File: src/rtl/dmem_pkg.sv
// Shared constants for the data-memory dump controller: FSM encoding, default dump window
// base and word size.
package dmem_pkg;

  localparam logic [1:0] StCore  = 2'd0;
  localparam logic [1:0] StDump  = 2'd1;
  localparam logic [1:0] StFlush = 2'd2;

  localparam logic [31:0] DUMP_BASE_DEFAULT = 32'h1001_0000;
  localparam int unsigned WORD_BYTES        = 4;

  // Counter width able to hold indices 0..words-1, at least one bit.
  function automatic int unsigned idx_width(input int unsigned words);
    return (words > 1) ? $clog2(words) : 1;
  endfunction

endpackage

File: src/rtl/dmem_dump_ctrl_if.sv
// Bus bundle around the dump controller: core request port, memory port, sink port and dump
// handshake. The controller uses the slave modport; its environment uses master.
interface dmem_dump_ctrl_if #(
  parameter int unsigned ADDR_W = 32,
  parameter int unsigned DATA_W = 32
);
  logic              core_rd;
  logic              core_wr;
  logic [ADDR_W-1:0] core_addr;
  logic [DATA_W-1:0] core_wdata;
  logic [DATA_W-1:0] core_rdata;
  logic              core_stall;
  logic              dump_start;
  logic              dump_busy;
  logic              dump_done;
  logic              mem_cs;
  logic              mem_rd;
  logic              mem_wr_n;
  logic [ADDR_W-1:0] mem_addr;
  logic [DATA_W-1:0] mem_wdata;
  logic [DATA_W-1:0] mem_rdata;
  logic              sink_en;
  logic [DATA_W-1:0] sink_data;

  modport slave (
    input  core_rd, core_wr, core_addr, core_wdata, dump_start, mem_rdata,
    output core_rdata, core_stall, dump_busy, dump_done,
    output mem_cs, mem_rd, mem_wr_n, mem_addr, mem_wdata, sink_en, sink_data
  );

  modport master (
    output core_rd, core_wr, core_addr, core_wdata, dump_start, mem_rdata,
    input  core_rdata, core_stall, dump_busy, dump_done,
    input  mem_cs, mem_rd, mem_wr_n, mem_addr, mem_wdata, sink_en, sink_data
  );

endinterface

File: src/rtl/dump_addr_gen.sv
// Dump word index counter: produces the byte address of the current dump word and flags the
// last index of the window.
module dump_addr_gen
  import dmem_pkg::*;
#(
  parameter int unsigned       ADDR_W     = 32,
  parameter logic [ADDR_W-1:0] DUMP_BASE  = ADDR_W'(DUMP_BASE_DEFAULT),
  parameter int unsigned       DUMP_WORDS = 256
) (
  input  logic              clk,
  input  logic              rst,
  input  logic              i_clear,
  input  logic              i_advance,
  output logic [ADDR_W-1:0] o_addr,
  output logic              o_last
);

  localparam int unsigned      IDX_W    = idx_width(DUMP_WORDS);
  localparam logic [IDX_W-1:0] LAST_IDX = IDX_W'(DUMP_WORDS - 1);

  logic [IDX_W-1:0] r_idx;

  // Holds at the last index so the counter never wraps inside a burst.
  always_ff @(posedge clk or posedge rst) begin
    if (rst) begin
      r_idx <= '0;
    end else if (i_clear) begin
      r_idx <= '0;
    end else if (i_advance && !o_last) begin
      r_idx <= r_idx + IDX_W'(1);
    end
  end

  assign o_last = (r_idx == LAST_IDX);
  assign o_addr = DUMP_BASE + ADDR_W'(r_idx) * ADDR_W'(WORD_BYTES);

endmodule

File: src/rtl/dmem_dump_ctrl.sv
// Data-memory ownership controller: passes core accesses through, and on dump_start streams
// a fixed memory window to the sink. Optional macro DMEM_DUMP_SKIP_ZERO_EN drops zero words.
module dmem_dump_ctrl
  import dmem_pkg::*;
#(
  parameter int unsigned       ADDR_W     = 32,
  parameter int unsigned       DATA_W     = 32,
  parameter logic [ADDR_W-1:0] DUMP_BASE  = ADDR_W'(DUMP_BASE_DEFAULT),
  parameter int unsigned       DUMP_WORDS = 256
) (
  input logic               clk,
  input logic               rst,
  dmem_dump_ctrl_if.slave   bus
);

  logic [1:0]        r_state;
  logic [1:0]        w_state_d;
  logic              r_rd_vld;
  logic              w_clear;
  logic              w_advance;
  logic              w_last;
  logic [ADDR_W-1:0] w_dump_addr;
  logic [DATA_W-1:0] w_rd_word;
  logic              w_word_ok;

  assign w_clear   = (r_state == StCore) && bus.dump_start;
  assign w_advance = (r_state == StDump);

  dump_addr_gen #(
    .ADDR_W    (ADDR_W),
    .DUMP_BASE (DUMP_BASE),
    .DUMP_WORDS(DUMP_WORDS)
  ) u_addr_gen (
    .clk      (clk),
    .rst      (rst),
    .i_clear  (w_clear),
    .i_advance(w_advance),
    .o_addr   (w_dump_addr),
    .o_last   (w_last)
  );

  always_comb begin
    w_state_d = r_state;
    case (r_state)
      StCore:  if (bus.dump_start) w_state_d = StDump;
      StDump:  if (w_last) w_state_d = StFlush;
      StFlush: w_state_d = StCore;
      default: w_state_d = StCore;
    endcase
  end

  always_ff @(posedge clk or posedge rst) begin
    if (rst) begin
      r_state  <= StCore;
      r_rd_vld <= 1'b0;
    end else begin
      r_state  <= w_state_d;
      r_rd_vld <= (r_state == StDump);
    end
  end

  // Core owns the port in CORE; a held core write during a dump never reaches memory.
  always_comb begin
    bus.mem_cs     = 1'b1;
    bus.mem_rd     = bus.core_rd;
    bus.mem_wr_n   = ~bus.core_wr;
    bus.mem_addr   = bus.core_addr;
    bus.mem_wdata  = bus.core_wdata;
    bus.core_rdata = bus.mem_rdata;
    bus.core_stall = 1'b0;
    if (r_state == StDump) begin
      bus.mem_rd     = 1'b1;
      bus.mem_wr_n   = 1'b1;
      bus.mem_addr   = w_dump_addr;
      bus.core_rdata = '0;
      bus.core_stall = 1'b1;
    end else if (r_state == StFlush) begin
      bus.mem_rd     = 1'b0;
      bus.mem_wr_n   = 1'b1;
      bus.mem_addr   = w_dump_addr;
      bus.core_rdata = '0;
      bus.core_stall = 1'b1;
    end
  end

  assign w_rd_word = bus.mem_rdata;

`ifdef DMEM_DUMP_SKIP_ZERO_EN
  assign w_word_ok = |w_rd_word;
`else
  assign w_word_ok = 1'b1;
`endif

  assign bus.sink_en   = r_rd_vld && w_word_ok;
  assign bus.sink_data = w_rd_word;
  assign bus.dump_busy = (r_state == StDump) || (r_state == StFlush);
  assign bus.dump_done = (r_state == StFlush);

endmodule

File: src/flat_wrapper.sv
// flat-port wrapper written by rule: the top's interface ports become plain ports
module dmem_dump_ctrl_flat import dmem_pkg::*;
#(
  parameter int unsigned       ADDR_W     = 32,
  parameter int unsigned       DATA_W     = 32,
  parameter logic [ADDR_W-1:0] DUMP_BASE  = ADDR_W'(DUMP_BASE_DEFAULT),
  parameter int unsigned       DUMP_WORDS = 256
)
  (clk, rst, bus_core_rd, bus_core_wr, bus_core_addr, bus_core_wdata, bus_dump_start, bus_mem_rdata, bus_core_rdata, bus_core_stall, bus_dump_busy, bus_dump_done, bus_mem_cs, bus_mem_rd, bus_mem_wr_n, bus_mem_addr, bus_mem_wdata, bus_sink_en, bus_sink_data);
  dmem_dump_ctrl_if #(.ADDR_W(ADDR_W), .DATA_W(DATA_W)) bus_i ();
  input logic clk;
  input logic rst;
  input wire logic [$bits(bus_i.core_rd)-1:0] bus_core_rd;
  input wire logic [$bits(bus_i.core_wr)-1:0] bus_core_wr;
  input wire logic [$bits(bus_i.core_addr)-1:0] bus_core_addr;
  input wire logic [$bits(bus_i.core_wdata)-1:0] bus_core_wdata;
  input wire logic [$bits(bus_i.dump_start)-1:0] bus_dump_start;
  input wire logic [$bits(bus_i.mem_rdata)-1:0] bus_mem_rdata;
  output wire logic [$bits(bus_i.core_rdata)-1:0] bus_core_rdata;
  output wire logic [$bits(bus_i.core_stall)-1:0] bus_core_stall;
  output wire logic [$bits(bus_i.dump_busy)-1:0] bus_dump_busy;
  output wire logic [$bits(bus_i.dump_done)-1:0] bus_dump_done;
  output wire logic [$bits(bus_i.mem_cs)-1:0] bus_mem_cs;
  output wire logic [$bits(bus_i.mem_rd)-1:0] bus_mem_rd;
  output wire logic [$bits(bus_i.mem_wr_n)-1:0] bus_mem_wr_n;
  output wire logic [$bits(bus_i.mem_addr)-1:0] bus_mem_addr;
  output wire logic [$bits(bus_i.mem_wdata)-1:0] bus_mem_wdata;
  output wire logic [$bits(bus_i.sink_en)-1:0] bus_sink_en;
  output wire logic [$bits(bus_i.sink_data)-1:0] bus_sink_data;
  assign bus_i.core_rd = bus_core_rd;
  assign bus_i.core_wr = bus_core_wr;
  assign bus_i.core_addr = bus_core_addr;
  assign bus_i.core_wdata = bus_core_wdata;
  assign bus_i.dump_start = bus_dump_start;
  assign bus_i.mem_rdata = bus_mem_rdata;
  assign bus_core_rdata = bus_i.core_rdata;
  assign bus_core_stall = bus_i.core_stall;
  assign bus_dump_busy = bus_i.dump_busy;
  assign bus_dump_done = bus_i.dump_done;
  assign bus_mem_cs = bus_i.mem_cs;
  assign bus_mem_rd = bus_i.mem_rd;
  assign bus_mem_wr_n = bus_i.mem_wr_n;
  assign bus_mem_addr = bus_i.mem_addr;
  assign bus_mem_wdata = bus_i.mem_wdata;
  assign bus_sink_en = bus_i.sink_en;
  assign bus_sink_data = bus_i.sink_data;
  dmem_dump_ctrl #(.ADDR_W(ADDR_W), .DATA_W(DATA_W), .DUMP_BASE(DUMP_BASE), .DUMP_WORDS(DUMP_WORDS)) u_core (.clk(clk), .rst(rst), .bus(bus_i));
endmodule
File: config.mk
export PLATFORM = sky130hd
export DESIGN_NAME = dmem_dump_ctrl_flat
export DESIGN_NICKNAME = d
export VERILOG_FILES = /design/src/rtl/dmem_pkg.sv /design/src/rtl/dmem_dump_ctrl_if.sv /design/src/rtl/dump_addr_gen.sv /design/src/rtl/dmem_dump_ctrl.sv /design/src/flat_wrapper.sv
export SDC_FILE = /design/constraint.sdc
export NUM_CORES = 1
export LEC_CHECK = 0
export ABC_AREA = 0
export BUFFER_PORTS_ARGS = -buffer_cell sky130_fd_sc_hd__clkbuf_2
export CAP_MARGIN = 15
export CORE_AREA = 5 5 89 91
export CTS_BUF_LIST = sky130_fd_sc_hd__clkbuf_2 sky130_fd_sc_hd__clkbuf_4 sky130_fd_sc_hd__clkbuf_8
export DETAILED_ROUTE_END_ITERATION = 6
export DIE_AREA = 0 0 94 96
export HOLD_SLACK_MARGIN = 0.05
export PLACE_DENSITY = 0.68
export SLEW_MARGIN = 20
export SYNTH_ARGS = -nofsm -noshare
export SYNTH_HDL_FRONTEND = slang
export SYNTH_SLANG_ARGS = --single-unit
File: constraint.sdc
create_clock -name clk -period 2.2 [get_ports clk]
set_clock_uncertainty 0.05 [all_clocks]
set_input_delay 0.66 -clock clk [delete_from_list [all_inputs] [get_ports clk]]
set_output_delay 0.66 -clock clk [all_outputs]
set_load 0.05 [all_outputs]
== Word level (Yosys, flattened, before mapping) ==
Index checks and enable logic that the tools add are counted.
Cells by class
  $add $sub $neg: 2
  equal/unequal tests: 5
  muxes and demuxes: 15
  bitwise gates (word level): 1
  reduce and logical (&&, ||, !) cells: 7
Operators by type and width (count)
  $mux W32: 4
  $add A29 B10 Y30 const A: 1
  $mux W8: 2
  $add A8 B1 Y8 const B: 1
  $eq A8 B8 Y1 const B: 1
  $mux W1: 6
  $mux W2: 2
  $pmux W2 S2: 1
  $eq A2 B1 Y1 const B: 1
  $eq A2 B2 Y1 const B: 1
  $logic_and A1 B1 Y1: 2
  $logic_not A2 Y1: 1
  $ne A2 B1 Y1 const B: 1
  $ne A2 B2 Y1 const B: 1
  $reduce_and A2 Y1: 1
  $reduce_bool A2 Y1: 1
  $logic_not A1 Y1: 1
  $logic_or A1 B1 Y1: 1
  $not A1 Y1: 1
Storage, ports and cells
  flip-flop bits (word level): 11

== Depth between registers and ports, before layout ==
Gate-level depths: netlist (run 1).
  depth after elaboration: 5
  mapped depth: 7
  mapped depth without buffers: 6

== Cells and area by module ==
From an unflattened synthesis (run 1), not the netlist that was laid out.
Second synthesis, totals
  cell total of the unflattened synthesis: 233
  area total of the unflattened synthesis: 2015.7 µm²
By module, submodules not included
  dmem_dump_ctrl: times used 1, cells each 159, area an instance 1336.3 µm², sequential area each 75.1 µm²
  dump_addr_gen: times used 1, cells each 74, area an instance 679.4 µm², sequential area each 200.2 µm²

== Least setup slack after synthesis (run 1) ==
No wires, ideal clock.
  path type: reg2out
  start point: reg u_core.r_state[0]
  end point: out bus_mem_rd
  arrival: 2.018 ns
  path slack: -0.528 ns
  cell stages (with the launch flop): 4
  cell sequence: dfrtp_1 inv_1 ha_1 o21ai_0
On the way
  cells in the longest elaborated chain, start to end: 3
RTL lines
  start: declaration: RTL line dmem_dump_ctrl.sv:16  | logic [1:0] r_state;
  start signal: assignment: RTL line dmem_dump_ctrl.sv:54  | r_state <= StCore;
  start signal: assignment: RTL line dmem_dump_ctrl.sv:57  | r_state <= w_state_d;
  $eq A2 B2 Y1
  named net bus_dump_done: RTL line flat_wrapper.sv:22  | output wire logic [$bits(bus_i.dump_done)-1:0] bus_dump_done;
  $mux W1: RTL line dmem_dump_ctrl.sv:77  | end else if (r_state == StFlush) begin
  $mux W1: RTL line dmem_dump_ctrl.sv:71  | if (r_state == StDump) begin
  end: declaration: RTL line flat_wrapper.sv:24  | output wire logic [$bits(bus_i.mem_rd)-1:0] bus_mem_rd;
The timed path passes the listed nets, and every way through them passes these cells.

== Worst setup path after layout (run 1) ==
  start point: reg u_core.r_state[1]
  end point: out bus_core_rdata[9]
On the way
  cells in the longest elaborated chain, start to end: 3
RTL lines
  $eq A2 B2 Y1: RTL line dmem_dump_ctrl.sv:77
  $mux W32: RTL line dmem_dump_ctrl.sv:77
  $mux W32 (*): RTL line dmem_dump_ctrl.sv:71
  end: declaration: RTL line flat_wrapper.sv:19  | output wire logic [$bits(bus_i.core_rdata)-1:0] bus_core_rdata;
Every way passes the cells marked *; elsewhere a longest branch is shown, timed or not.

==> flow_summary_export.csv, run 1 <==
group,metric,value,unit
drt,drc,0,
drt,ant_nets,0,
finish,syn_to_final_growth,103,%
synth,synth-seq-cells,11,
finish,stdcell_count,420,
finish,final_cell_mix,"clkbuf_2 (102), and2_2 (32), buf_8 (29), clkbuf_8 (23), and2_4 (22)",
drt,drt_wl_total,6.30,mm
sta,setup_viol,65,
worst_setup_path,cp-start-kind,"flop",
synth,synth_top_area_share,30.9,%
clock_tree,cts_buffer_depth,2,
power,ir_worst_vdd,0.923,mV
clock_tree,cts_tree,"built",
worst_setup_path,r2r_cells,7,
worst_setup_path,critPathCaptureType,"output port",
flow_run,maxCapViolations,0,
clock_tree,clock_sinks,11,
synth,synthArstFlopShare,100,%
grt,grt_max_degree,30,
placed_design,gp_congestion,0.722,
synth,yosysSeqAreaShare,17.1,%
floorplanning,start_util,22.7,%
drt,first_pass_iters,4,
drt,drt_iter0_drc,16,
synth,yosysUniqueCellTypes,31,
outcome,violations,"negative setup slack",
worst_setup_path,r2r_end,"u_core.u_addr_gen.r_idx[5]",
hold_path,hold_class,"in -> async",
grt,track_usage,12.3,%
synth,synth_area_leaders,"buf_4 (31%), and2_1 (21%), dfrtp_1 (17%)",
synth,synth_edf_count,0,
clock_tree,worstSkewPairLatency,0.24,ns
sta,fin_crit,2.42,ns
outcome,status,"complete, but fails checks",
floorplanning,die_h,96,um
clock_tree,cts_made_buffers,3,
worst_setup_path,cp_data_required_time,1.49,ns
clock_tree,clk_pin_slew_worst_paths,0.05,ns
grt,antenna_found_initial,0,
finish,antenna_cells,0,
worst_setup_path,worstPathArrival,1.71,ns
finish,layout_commonest_cell,"clkbuf_2",
floorplanning,die_w,94,um
clock_tree,htreeDepth,1,
drt,detailroute.via_count,1734,
finish,post-route-util,46.2,%
sta,min_period_over_period,110,%
grt,grt_pass1_wl,8.94,mm
power,power_density,1480,mW/mm^2
worst_setup_path,rrSetupSlack,0.50,ns
grt,grt_pass1_vias,1738,
synth,syn_area,0.00161,mm^2
synth,yosys_most_used_dff,"dfrtp_1",
finish,fin_nets,428,
sta,fmax,0.413,GHz
floorplanning,die_area,0.00902,mm^2
floorplanning,core,0.00706,mm^2
synth,synth_cells,202,
sta,rsz0062_at_grt,"yes",
synth,synth_nets,308,
drt,viasPerCell,4.13,
synth,syn_avg_cell_area,7.95,um^2
placed_design,portBuffers,170,
grt,overflow,0,
drt,avgRoutedWirePerCell,15.0,um
floorplanning,num_io_pins,236,
finish,drive_gt1_share,84.4,%
placed_design,dp_hpwl,4.72,mm
worst_setup_path,crit_type,"reg -> out",
synth,yosysTopAreaCell,"buf_4",
power,fin_total_pwr,4840,uW
clock_tree,root_buffer,"clkbuf_8",
synth,ys.warnings.count,0,
sta,finalHoldViolCount,0,
sta,holdWs,0.347,ns
sta,fin_ws,-0.224,ns
sta,report.final.slew_viol_count,0,
worst_setup_path,cp_max_fo,9,
placed_design,placed_cells,404,
worst_setup_path,worstReg2RegStart,"u_core.r_state[0]",
power,power.leakage,0.00168,uW
floorplanning,rows,31,
[sequential cells by signal, summed over array words and instances (netlist names)]
register,count
u_core.r_state,2
u_core.bus.sink_en,1
u_core.u_addr_gen.r_idx,8
[final cells by class]
type | instances | area (um^2)
timing repair buffer | 189 | 1850
fill | 671 | 3800
sequential | 11 | 277
tap | 99 | 124
multi-input combinational | 112 | 943
inverter | 5 | 18.8
clock buffer | 4 | 48.8
[cells in the mapped netlist, types with 2 or more instances]
cell / number
and3_2: 2
mux2_2: 8
dfrtp_1: 11
and4_1: 2
a31oi_1: 4
and2_1: 55
or3_1: 2
a21oi_1: 2
buf_4: 66
nor2_1: 2
nand2_1: 6
nand3_1: 4
buf_2: 3
ha_1: 5
inv_1: 5
o21ai_0: 5
nor3_1: 2
clkbuf_1: 5
[critical path, cell delays in order (launching register included)]
cell,delay [ns]
dfrtp_1,0.39
buf_6,0.13
ha_4,0.15
nor2_4,0.12
buf_12,0.15
buf_8,0.12
buf_4,0.11
and2_2,0.16
buf_12,0.14
[layer usage]
| metal | vias to the layer above | global-route usage, % | part of all wire (%) |
|---|---|---|---|
| met4 | 0 | 2.65 | 0.89 |
| met5 | - | 0 | 0 |
| met1 | 797 | 13.2 | 34 |
| met2 | 101 | 24.3 | 56 |
| met3 | 8 | 3.05 | 9.4 |
| li1 | 828 | - | - |
[power breakdown]
group          leakage (uW)  switching, uW  internal, uW
combinational       0.00151           2360          1950
clock             0.0000262           78.0           140
sequential         0.000145           64.1           252
total               0.00168           2500          2340
[what timing repair did]
action / CTS / global route
gates cloned: 1 / 2
hold buffers: 0 / 0
setup endpoints to repair: 66 / 68
gates resized for setup: 131 / 48
pin swaps: 7 / 1
buffers inserted: 10 / 0
[per-stage QoR]
stage	instance area [um^2]	worst slack [ns]	TNS (ns)
floorplan	1680	-0.122	-0.808
global placement	2430	0.0126	0
finish	3260	-0.224	-10.95
detailed placement	2430	-0.0597	-0.555
global route	3260	-0.286	-14.75
CTS	3150	-0.225	-10.66
[how the worst max path moves through the flow]
stage	start	to	slack (ns)	depth (start not counted)
floorplan	u_core.r_state[0]	bus_mem_addr[5]	-0.12	5
global placement	u_core.r_state[0]	bus_mem_addr[7]	0.01	6
detailed placement	u_core.r_state[0]	bus_mem_addr[6]	-0.06	6
CTS	u_core.r_state[1]	bus_mem_addr[14]	-0.23	8
global route	u_core.r_state[1]	bus_core_rdata[9]	-0.29	8
finish	u_core.r_state[1]	bus_core_rdata[9]	-0.22	8
[cell families after synthesis]
group / count (synthesis) / synth area share, %
other: 1 / 0.234
buffers and inverters: 79 / 34.1
AOI/OAI and AO/OA: 15 / 5.61
and+or+nand+nor: 80 / 31.3
adders and majority gates: 5 / 3.90
xor gates and xnor gates: 1 / 0.546
muxes: 10 / 7.17
DFF: 11 / 17.1
(Power assumes the default switching activity.)
==> run 2: changes to the inputs <==
- CELL_PAD_IN_SITES_DETAIL_PLACEMENT: default -> 1
- CELL_PAD_IN_SITES_GLOBAL_PLACEMENT: default -> 2
- CORE_AREA: 5 5 89 91 -> 5 5 142 117
- DIE_AREA: 0 0 94 96 -> 0 0 147 122
- PLACE_DENSITY: 0.68 -> default
- PLACE_DENSITY_LB_ADDON: default -> 0.1
- SLEW_MARGIN: 20 -> default
==> run 2 against run 1 <==
Against the previous run:
- the run still ends with negative setup slack left
- worst setup slack improved by 0.053 ns
- cell area rose by 1.8%
- combinational power fell by 1%
- global-route usage fell by 5.3 points
- maximum frequency rose by 2.2%
- cell count rose by 21%
- sequential power rose by 1%
- die area rose by 99%
- first-iteration DRC count rose by 100%
- sequential share of layout area fell by 0.19 points
- power fell by 1.1%
==> flow_summary_export.csv, run 2 (synthesized netlist as in run 1, its figures left out) <==
group,metric,value,unit
outcome,status,"complete, but fails checks",
outcome,violations,"negative setup slack",
grt,grt_max_degree,24,
clock_tree,htreeDepth,1,
drt,avgRoutedWirePerCell,13.6,um
sta,report.final.slew_viol_count,0,
floorplanning,die_h,122,um
placed_design,placed_cells,503,
floorplanning,rows,41,
drt,drt_iter0_drc,32,
clock_tree,cts_buffer_depth,2,
clock_tree,cts_made_buffers,3,
sta,fin_ws,-0.171,ns
placed_design,gp_congestion,0.617,
placed_design,portBuffers,170,
finish,syn_to_final_growth,107,%
finish,drive_gt1_share,82.6,%
clock_tree,clk_pin_slew_worst_paths,0.05,ns
flow_run,maxCapViolations,0,
drt,detailroute.via_count,1683,
sta,worst_pin_slew,0.506,ns
drt,drt_wl_total,6.95,mm
clock_tree,root_buffer,"clkbuf_8",
clock_tree,clock_sinks,11,
worst_setup_path,crit_type,"reg -> out",
grt,antenna_found_initial,0,
worst_setup_path,worstPathArrival,1.66,ns
floorplanning,core,0.0152,mm^2
placed_design,dp_hpwl,5.99,mm
finish,largest_register_ffs,8,
worst_setup_path,worstReg2RegStart,"u_core.u_addr_gen.r_idx[0]",
sta,rsz0062_at_grt,"yes",
finish,n_fill_cell,1750,
worst_setup_path,cp_max_fo,9,
sta,fin_crit,2.37,ns
worst_setup_path,r2r_end,"u_core.u_addr_gen.r_idx[6]",
sta,fin_setup_tns,-7.05,ns
floorplanning,die_area,0.0179,mm^2
sta,setup_viol,63,
sta,fmax,0.422,GHz
finish,fin_nets,424,
worst_setup_path,crit_end,"bus_mem_addr[5]",
placed_design,pre_cts_slack,-0.0527,ns
hold_path,hold_class,"in -> async",
sta,min_period_over_period,108,%
grt,grt_pass1_wl,9.99,mm
finish,top_register,"u_core.u_addr_gen.r_idx",
worst_setup_path,cp_data_required_time,1.49,ns
worst_setup_path,cp-start-kind,"flop",
drt,ant_nets,0,
sta,holdWs,0.376,ns
drt,viasPerCell,3.30,
finish,final_cell_mix,"clkbuf_2 (104), and2_2 (42), buf_8 (35), buf_12 (33), and2_4 (12)",
drt,drc,0,
grt,track_usage,7.03,%
grt,overflow,0,
finish,antenna_cells,0,
worst_setup_path,rrSetupSlack,0.45,ns
power,power.leakage,0.00165,uW
worst_setup_path,r2r_cells,5,
worst_setup_path,crit_start,"u_core.r_state[0]",
power,ir_worst_vdd,0.502,mV
floorplanning,start_util,10.5,%
power,power_density,1440,mW/mm^2
finish,stdcell_count,510,
grt,grt_pass1_vias,1721,
floorplanning,die_w,147,um
clock_tree,worstSkewPairLatency,0.23,ns
clock_tree,cts_tree,"built",
finish,layout_commonest_cell,"clkbuf_2",
sta,slew_headroom,66.2,%
sta,finalHoldViolCount,0,
worst_setup_path,critPathCaptureType,"output port",
drt,first_pass_iters,4,
finish,post-route-util,21.8,%
floorplanning,num_io_pins,236,
run 2: cell count changes in the layout (fill, tap and decap cells not counted), moves of 3 or more:
cell | previous run | this run
and2_2 | 32 | 42
and2_4 | 22 | 12
buf_12 | 18 | 33
buf_4 | 11 | 8
buf_8 | 29 | 35
clkbuf_16 | 5 | 1
clkbuf_8 | 23 | 5
ha_4 | 3 | 0
run 2: how the worst min path moves through the flow:
stage                                 end  slack, ns  cells after the start
2_1_floorplan  u_core.u_addr_gen.r_idx[1]       0.45                      2
3_3_place_gp            u_core.r_state[0]       0.48                      1
3_5_place_dp            u_core.r_state[0]       0.49                      1
4_1_cts        u_core.u_addr_gen.r_idx[7]       0.39                      2
5_1_grt        u_core.u_addr_gen.r_idx[6]       0.41                      2
6_report       u_core.u_addr_gen.r_idx[7]       0.38                      2
run 2: timing repair:
action | CTS | global route
cloned | 0 | 1
setup buffers | 2 | 0
resized for setup | 77 | 51
hold buffers | 0 | 0
pin swaps | 2 | 0
setup endpoints to repair | 66 | 66
run 2: worst max-delay path, cell delays in order (launching register included):
cell and delay [ns]:
dfrtp_1 0.36, inv_1 0.07, ha_2 0.19, nor2_4 0.14
buf_12 0.15, mux2_2 0.35, buf_8 0.15
run 2: stage by stage:
stage,power [uW],area [um^2]
finish,4790,3320
global route,5020,3320
CTS,4600,3210
detailed placement,3980,2820
global placement,4000,2820
floorplan,2730,1680
run 2: cell type report:
| class | instances | area (um^2) | area share [%] |
|---|---|---|---|
| Inverter | 5 | 18.8 | 0.565 |
| Timing Repair Buffer | 185 | 1840 | 55.5 |
| Clock buffer | 4 | 48.8 | 1.47 |
| Multi-Input combinational cell | 112 | 895 | 26.9 |
| Sequential cell | 11 | 275 | 8.29 |
| Tap cell | 193 | 241 | 7.27 |
run 2: power by group:
part           internal [uW]  leakage (uW)  total (uW)  switching (uW)
logic                   1910       0.00148        4250            2350
clock network            140     0.0000262         215            75.3
registers                250      0.000146         320            70.0
run 2: metal layers:
layer | part of all wire [%] | global-route usage [%]
met5 | 0 | 0
met4 | 0.14 | 0.698
met3 | 6.9 | 1.56
met2 | 53 | 13.1
met1 | 40 | 8.62
